<file path="config.mk">
export PLATFORM = sky130hd
export DESIGN_NAME = knn_engine
export DESIGN_NICKNAME = d
export VERILOG_FILES = /design/src/rtl/knn_engine_pkg.sv /design/src/rtl/knn_dist_pipe.sv /design/src/rtl/knn_engine.sv
export SDC_FILE = /design/constraint.sdc
export NUM_CORES = 2
export LEC_CHECK = 0
export BUFFER_PORTS_ARGS = -buffer_cell sky130_fd_sc_hd__buf_2
export CAP_MARGIN = 20
export CELL_PAD_IN_SITES_DETAIL_PLACEMENT = 1
export CELL_PAD_IN_SITES_GLOBAL_PLACEMENT = 1
export CORE_ASPECT_RATIO = 1.5
export CORE_UTILIZATION = 33
export DETAILED_ROUTE_END_ITERATION = 8
export GPL_TIMING_DRIVEN = 0
export PLACE_DENSITY = 0.6
export SKIP_CTS_REPAIR_TIMING = 1
export SLEW_MARGIN = 5
export SYNTH_ARGS = -nofsm -noshare
export SYNTH_HDL_FRONTEND = slang
export SYNTH_SLANG_ARGS = --single-unit
</file>
<file path="constraint.sdc">
create_clock -name clk -period 26.7 [get_ports clk]
set_clock_uncertainty 0.2 [all_clocks]
set_input_delay 8.01 -clock clk [delete_from_list [all_inputs] [get_ports clk]]
set_output_delay 8.01 -clock clk [all_outputs]
set_load 0.03 [all_outputs]
</file>
<file path="src/rtl/knn_engine_pkg.sv">
// Shared definitions for the k-nearest-neighbour engine: FSM states and width helpers.
package knn_engine_pkg;

   typedef enum logic [2:0] {
      ST_IDLE,
      ST_RUN,
      ST_DRAIN,
      ST_VOTE,
      ST_DONE
   } knn_state_e;

   // Distance width: squared (COORD_W+1)-bit difference summed over DIM terms, plus a spare bit.
   function automatic int dist_width(input int coord_w, input int dim);
      return 2 * (coord_w + 1) + $clog2(dim) + 1;
   endfunction

   // Select/index width that never collapses to zero bits.
   function automatic int sel_width(input int n);
      return (n > 1) ? $clog2(n) : 1;
   endfunction

endpackage

</file>
<file path="src/rtl/knn_dist_pipe.sv">
// Distance pipeline: input register, per-coordinate squared difference, then sum of squares.
module knn_dist_pipe
   import knn_engine_pkg::*;
#(
   parameter int COORD_W = 16,
   parameter int DIM = 2,
   parameter int LABEL_W = 4,
   localparam int DIST_W = dist_width(COORD_W, DIM)
) (
   input  logic                     clk,
   input  logic                     rst,
   input  logic [DIM*COORD_W-1:0]   test_point,
   input  logic                     in_valid,
   input  logic [DIM*COORD_W-1:0]   in_coord,
   input  logic [LABEL_W-1:0]       in_label,
   output logic                     out_valid,
   output logic [DIST_W-1:0]        out_dist,
   output logic [LABEL_W-1:0]       out_label,
   output logic                     busy
);

   localparam int DIFF_W = COORD_W + 1;
   localparam int SQ_W   = 2 * DIFF_W;

   logic                   s0_valid;
   logic [DIM*COORD_W-1:0] s0_coord;
   logic [LABEL_W-1:0]     s0_label;

   logic                   s1_valid;
   logic [SQ_W-1:0]        s1_sq [DIM];
   logic [LABEL_W-1:0]     s1_label;

   logic signed [DIFF_W-1:0] diff [DIM];
   logic [SQ_W-1:0]          sq_next [DIM];
   logic [DIST_W-1:0]        sum_next;

   // Capture the accepted point so the subtractors work from a registered copy.
   always_ff @(posedge clk or posedge rst) begin
      if (rst) begin
         s0_valid <= 1'b0;
         s0_coord <= '0;
         s0_label <= '0;
      end else begin
         s0_valid <= in_valid;
         if (in_valid) begin
            s0_coord <= in_coord;
            s0_label <= in_label;
         end
      end
   end

   // Signed difference is one bit wider than a coordinate, so the square can never wrap.
   always_comb begin
      for (int k = 0; k < DIM; k++) begin
         diff[k] = DIFF_W'($signed(s0_coord[k*COORD_W +: COORD_W]))
                 - DIFF_W'($signed(test_point[k*COORD_W +: COORD_W]));
         sq_next[k] = SQ_W'(diff[k]) * SQ_W'(diff[k]);
      end
   end

   // Stage 1 holds one square per coordinate.
   always_ff @(posedge clk or posedge rst) begin
      if (rst) begin
         s1_valid <= 1'b0;
         s1_label <= '0;
         for (int k = 0; k < DIM; k++) s1_sq[k] <= '0;
      end else begin
         s1_valid <= s0_valid;
         if (s0_valid) begin
            s1_label <= s0_label;
            for (int k = 0; k < DIM; k++) s1_sq[k] <= sq_next[k];
         end
      end
   end

   // Squares are non-negative, so zero-extension before the sum is exact.
   always_comb begin
      sum_next = '0;
      for (int k = 0; k < DIM; k++) sum_next = sum_next + DIST_W'(s1_sq[k]);
   end

   // Stage 2 presents the finished distance with its label to the list.
   always_ff @(posedge clk or posedge rst) begin
      if (rst) begin
         out_valid <= 1'b0;
         out_dist  <= '0;
         out_label <= '0;
      end else begin
         out_valid <= s1_valid;
         if (s1_valid) begin
            out_dist  <= sum_next;
            out_label <= s1_label;
         end
      end
   end

   assign busy = s0_valid | s1_valid | out_valid;

endmodule

</file>
<file path="src/rtl/knn_engine.sv">
// k-nearest-neighbour engine: test point store, run FSM, sorted K-entry list and majority vote.
module knn_engine
   import knn_engine_pkg::*;
#(
   parameter int COORD_W = 16,
   parameter int DIM = 2,
   parameter int K = 4,
   parameter int LABEL_W = 4,
   localparam int DIST_W = dist_width(COORD_W, DIM),
   localparam int IDX_W = sel_width(DIM),
   localparam int RD_W = sel_width(K),
   localparam int CNT_W = $clog2(K + 1)
) (
   input  logic                     clk,
   input  logic                     rst,
   input  logic                     start,
   input  logic                     test_we,
   input  logic [IDX_W-1:0]         test_idx,
   input  logic [COORD_W-1:0]       test_coord,
   input  logic                     pt_valid,
   output logic                     pt_ready,
   input  logic [DIM*COORD_W-1:0]   pt_coord,
   input  logic [LABEL_W-1:0]       pt_label,
   input  logic                     pt_last,
   output logic                     busy,
   output logic                     done,
   output logic [CNT_W-1:0]         count,
   input  logic [RD_W-1:0]          rd_idx,
   output logic [DIST_W-1:0]        rd_dist,
   output logic [LABEL_W-1:0]       rd_label,
   output logic                     rd_valid,
   output logic [LABEL_W-1:0]       class_label
);

   knn_state_e state, state_next;

   logic                   list_clear;
   logic                   vote_en;
   logic [DIM*COORD_W-1:0] test_point;

   logic                   pipe_valid;
   logic [DIST_W-1:0]      pipe_dist;
   logic [LABEL_W-1:0]     pipe_label;
   logic                   pipe_busy;

   logic [DIST_W-1:0]      list_dist  [K];
   logic [LABEL_W-1:0]     list_label [K];
   logic [K-1:0]           list_valid;

   logic                   seen;
   logic [K-1:0]           hit;
   logic [K-1:0]           first;
   logic [DIST_W-1:0]      up_dist  [K];
   logic [LABEL_W-1:0]     up_label [K];
   logic [K-1:0]           up_valid;
   logic [DIST_W-1:0]      ins_dist  [K];
   logic [LABEL_W-1:0]     ins_label [K];
   logic [K-1:0]           ins_valid;

   logic [LABEL_W-1:0]     vote_label;
   int                     occ;
   int                     best;

   knn_dist_pipe #(
      .COORD_W (COORD_W),
      .DIM     (DIM),
      .LABEL_W (LABEL_W)
   ) u_pipe (
      .clk        (clk),
      .rst        (rst),
      .test_point (test_point),
      .in_valid   (pt_valid & pt_ready),
      .in_coord   (pt_coord),
      .in_label   (pt_label),
      .out_valid  (pipe_valid),
      .out_dist   (pipe_dist),
      .out_label  (pipe_label),
      .busy       (pipe_busy)
   );

   // State register for the run sequencer.
   always_ff @(posedge clk or posedge rst) begin
      if (rst) state <= ST_IDLE;
      else     state <= state_next;
   end

   // Next-state and handshake/status outputs; start only counts when no run is active.
   always_comb begin
      state_next = state;
      pt_ready   = 1'b0;
      busy       = 1'b0;
      done       = 1'b0;
      list_clear = 1'b0;
      vote_en    = 1'b0;
      unique case (state)
         ST_IDLE, ST_DONE: begin
            done = (state == ST_DONE);
            if (start) begin
               list_clear = 1'b1;
               state_next = ST_RUN;
            end
         end
         ST_RUN: begin
            pt_ready = 1'b1;
            busy     = 1'b1;
            if (pt_valid && pt_last) state_next = ST_DRAIN;
         end
         ST_DRAIN: begin
            busy = 1'b1;
            if (!pipe_busy) state_next = ST_VOTE;
         end
         ST_VOTE: begin
            busy       = 1'b1;
            vote_en    = 1'b1;
            state_next = ST_DONE;
         end
         default: state_next = ST_IDLE;
      endcase
   end

   // Test point is writable only between runs so a run always sees one consistent point.
   always_ff @(posedge clk or posedge rst) begin
      if (rst) begin
         test_point <= '0;
      end else if (test_we && (state == ST_IDLE || state == ST_DONE) && int'(test_idx) < DIM) begin
         test_point[test_idx*COORD_W +: COORD_W] <= test_coord;
      end
   end

   // Parallel compare: the first entry the new distance beats (or that is empty) takes it, the rest slide down.
   always_comb begin
      seen = 1'b0;
      hit  = '0;
      for (int i = 0; i < K; i++) begin
         seen   = seen | ~list_valid[i] | (pipe_dist < list_dist[i]);
         hit[i] = seen;
      end
      first = hit & ~(hit << 1);
      up_dist[0]  = '1;
      up_label[0] = '0;
      up_valid[0] = 1'b0;
      for (int i = 1; i < K; i++) begin
         up_dist[i]  = list_dist[i-1];
         up_label[i] = list_label[i-1];
         up_valid[i] = list_valid[i-1];
      end
      for (int i = 0; i < K; i++) begin
         if (first[i]) begin
            ins_dist[i]  = pipe_dist;
            ins_label[i] = pipe_label;
            ins_valid[i] = 1'b1;
         end else if (hit[i]) begin
            ins_dist[i]  = up_dist[i];
            ins_label[i] = up_label[i];
            ins_valid[i] = up_valid[i];
         end else begin
            ins_dist[i]  = list_dist[i];
            ins_label[i] = list_label[i];
            ins_valid[i] = list_valid[i];
         end
      end
   end

   // Sorted list storage; empty entries read as maximum distance so they lose every compare.
   always_ff @(posedge clk or posedge rst) begin
      if (rst) begin
         list_valid <= '0;
         for (int i = 0; i < K; i++) begin
            list_dist[i]  <= '1;
            list_label[i] <= '0;
         end
      end else if (list_clear) begin
         list_valid <= '0;
         for (int i = 0; i < K; i++) begin
            list_dist[i]  <= '1;
            list_label[i] <= '0;
         end
      end else if (pipe_valid) begin
         list_valid <= ins_valid;
         for (int i = 0; i < K; i++) begin
            list_dist[i]  <= ins_dist[i];
            list_label[i] <= ins_label[i];
         end
      end
   end

   // Occupancy grows with each insertion and stops at K once the list is full.
   always_ff @(posedge clk or posedge rst) begin
      if (rst) begin
         count <= '0;
      end else if (list_clear) begin
         count <= '0;
      end else if (pipe_valid && hit[K-1] && count != CNT_W'(K)) begin
         count <= count + 1'b1;
      end
   end

   // Majority vote: scanning nearest-first with strict '>' lets the nearest label win ties.
   always_comb begin
      vote_label = '0;
      best       = 0;
      occ        = 0;
      for (int i = 0; i < K; i++) begin
         if (list_valid[i]) begin
            occ = 0;
            for (int j = 0; j < K; j++) begin
               if (list_valid[j] && list_label[j] == list_label[i]) occ = occ + 1;
            end
            if (occ > best) begin
               best       = occ;
               vote_label = list_label[i];
            end
         end
      end
   end

   // Result register loaded once per run in the vote state.
   always_ff @(posedge clk or posedge rst) begin
      if (rst)             class_label <= '0;
      else if (list_clear) class_label <= '0;
      else if (vote_en)    class_label <= vote_label;
   end

   // Combinational read port onto the list.
   always_comb begin
      rd_valid = 1'b0;
      rd_dist  = '1;
      rd_label = '0;
      if (int'(rd_idx) < K) begin
         rd_valid = list_valid[rd_idx];
         rd_dist  = list_dist[rd_idx];
         rd_label = list_label[rd_idx];
      end
   end

endmodule

</file>
==> metrics.cfg <==
[status]
status=finished clean

[worst_hold_path]
holdPathStages=0
holdPathEnd=u_pipe.out_valid
hold_class=reg2reg
hold_start=u_pipe.s1_valid

[synthesis]
synthMuxAreaShare=0.07811
synth-compound-area-share=0.1150
synth_edf_count=0
ys_ff_latch=354
ys.flop_type=dfrtp_1
async_flop_share=1.000
yosysSeqAreaShare=0.2154
synth_cells=4308
syn_nets=5307
ys_types=79
synth_top_family_by_area=adder cells
synthAdderAreaFrac=0.3770
syn_avg_cell_area_um2=9.742
synth_area_mm2=0.04197
synth-warning-count=0
synth_xor_area_frac=0.03461
yosys.area_share.simple=0.08587

[timing]
finalSetupViolations=0
max-slew-margin-rel=0.1872
slew_violations=0
fin_hold_ws_ns=0.1716
fmax_mhz=52.87
min_period_over_period=0.7084
tns_ns=0
layout_min_cycle_time_ns=18.91
grt_setup_unrepaired=no
tightest_slew_ns=1.215
finalHoldViolations=0

[detailed_routing]
via_count=31000
wire_per_inst_um=21.18
routed_wl_mm=131.5
drtIter0Drc=1058
drt-met1-wl_mm=51.42
met2_length_mm=71.95
via_per_inst=4.995
top_layer=met5
antenna_left=0
wl_met3_mm=2.963
dr.pass1.iters=5
drc=0

[die]
die_y_um=438.8
io_pins=112
dieArea_mm2=0.1286
start_util=0.3338
fp.dieW_um=293.2
core_area_mm2=0.1257
num_rows=159

[critical_path]
path_common_cell=clkbuf_1
crit_path_end_kind=output pin
crit_path_cell_trace=clkbuf_1 -> buf_1 -> clkbuf_1 -> mux4_2 -> buf_2
max_stage_delay_ns=0.84
r2r_setup_slack_ns=16.42
r2r_end=u_pipe.s1_sq[33]
critPathKind=in2out
crit_required_ns=18.49
ff2ff_path_depth=36
cp.arrival_ns=10.70
crit_fanout=10
start_kind=input pin
crit_slowest_cell=clkbuf_1
reg2reg_from=u_pipe.s0_coord[16]

[placed_design]
place_congestion=0.8762
place_hpwl_mm=108.5
io_buffers=109
place_area_mm2=0.04486

[cts]
path_clk_slew_ns=0.06
cts-root-buf=clkbuf_16
clock_sinks=354
clock_latency_ns=0.62
htreeDepth=2
cts_buffer_depth=3
tritoncts=done
numCtsBuffers=45

[cells_and_area]
fin_util=0.3696
nets=5478
most-common-layout-cells=inv_1, fa_1, ha_1, nor2_1, nand2_1
postLayoutCellArea_mm2=0.04647
syn2layout_area_growth_pct=10.72
layout-drive-gt1-share=0.1331
final_common_cell=inv_1

[grt]
grt.total_usage=0.2080
overflow=0
grt_pass1_vias=35160
antenna_found_initial=1
grt_pass1_wl_mm=205.2
grt_max_degree=108

[job]
max-cap-violations=0

-- layer usage --
layer,global-route usage,vias up
li1,-,14330
met1,0.2340,16020
met2,0.4027,451
met3,0.01624,199
met4,0.07779,2
met5,0,-
-- critical path: cells and delay by family --
kind / cells / cell delay, ns
buf+inv: 4 / 2.18
mux: 1 / 0.48
-- stage by stage --
stage               setup slack, ns  instances
floorplan                     8.908       4308
global placement              3.810       6107
detailed placement            7.799       6121
CTS                           7.798       6204
global route                  7.779       6205
finish                        7.786       6206
-- cells by family after synthesis --
logic type	count (synthesis)
buffers and inverters	1032
adders and majority gates	938
and+or+nand+nor	828
AOI/OAI and AO/OA	728
DFF	354
muxes	261
xor gates and xnor gates	165
other	2
-- state kept, by name, indices dropped and copies added, names as in the netlist --
| signal | count |
|---|---|
| state | 3 |
| list_valid | 4 |
| u_pipe.s0_valid | 1 |
| u_pipe.s0_coord | 32 |
| list_dist | 144 |
| count | 3 |
| u_pipe.s1_valid | 1 |
| list_label | 16 |
| u_pipe.out_label | 4 |
| u_pipe.out_dist | 35 |
| u_pipe.s0_label | 4 |
| u_pipe.s1_sq | 66 |
| u_pipe.s1_label | 4 |
| class_label | 4 |
| test_point | 32 |
| u_pipe.out_valid | 1 |
-- synthesized netlist by cell type (6+ instances only) --
library cell  number  area share
o31ai_1           12      0.0021
dfstp_2          144       0.090
inv_1            856       0.077
or2_2             14      0.0021
a31o_2            11      0.0023
nor3_1            23      0.0027
ha_1             394        0.12
and2_1            10      0.0015
nand3_1           38      0.0045
mux2i_1           98       0.023
nor2_1           333       0.030
buf_2             33      0.0039
o21a_1            11      0.0020
o22a_1            35      0.0073
mux2_2           122       0.033
nand2b_1          27      0.0040
o21bai_1          15      0.0027
a31oi_1           15      0.0022
dfrtp_1          210        0.13
xor2_1            59       0.012
nor2b_1           21      0.0031
a211o_1            6      0.0013
a211oi_1          17      0.0030
nand2_1          281       0.025
mux4_2            41       0.022
and3_1            19      0.0028
clkbuf_1         117       0.010
a21oi_1          212       0.025
xnor2_1          105       0.022
a22o_1             6      0.0013
o21ai_0          107       0.013
buf_1             12      0.0011
a22oi_2           10      0.0030
o211ai_1           7      0.0013
nor4_1            10      0.0015
o21ai_1           13      0.0016
or3_1             14      0.0021
o22ai_1           52      0.0078
fa_1             544        0.26
nand4_1           20      0.0030
a21o_1            94       0.017
nand3b_1           6      0.0011
a2bb2oi_1         35      0.0073
a22oi_1           26      0.0047
-- how the worst max path moves through the flow --
| stage | startpoint | cells after the start | endpoint | slack, ns |
|---|---|---|---|---|
| CTS | rd_idx[1] | 5 | rd_dist[24] | 7.80 |
| floorplan | rst | 1 | class_label[0] | 8.91 |
| global placement | rst | 2 | u_pipe.s0_coord[15] | 3.81 |
| detailed placement | rd_idx[1] | 5 | rd_dist[24] | 7.80 |
| global route | rd_idx[1] | 5 | rd_dist[24] | 7.78 |
| finish | rd_idx[1] | 5 | rd_dist[24] | 7.79 |
-- layout make-up --
| type | instances | area [um2] |
|---|---|---|
| Antenna cell | 1 | 2.502 |
| Clock buffer | 63 | 1335 |
| Clock inverter | 20 | 261.5 |
| Inverter | 865 | 3254 |
| Fill cell | 14480 | 79260 |
| Timing Repair Buffer | 124 | 748.2 |
| Tap cell | 1690 | 2115 |
| Sequential cell | 354 | 9039 |
| Buffer | 167 | 694.4 |
| Multi-Input combinational cell | 2922 | 29020 |
Power is not shown: default switching activity piles up to over one toggle a cycle in this logic, so the estimate is an artifact.
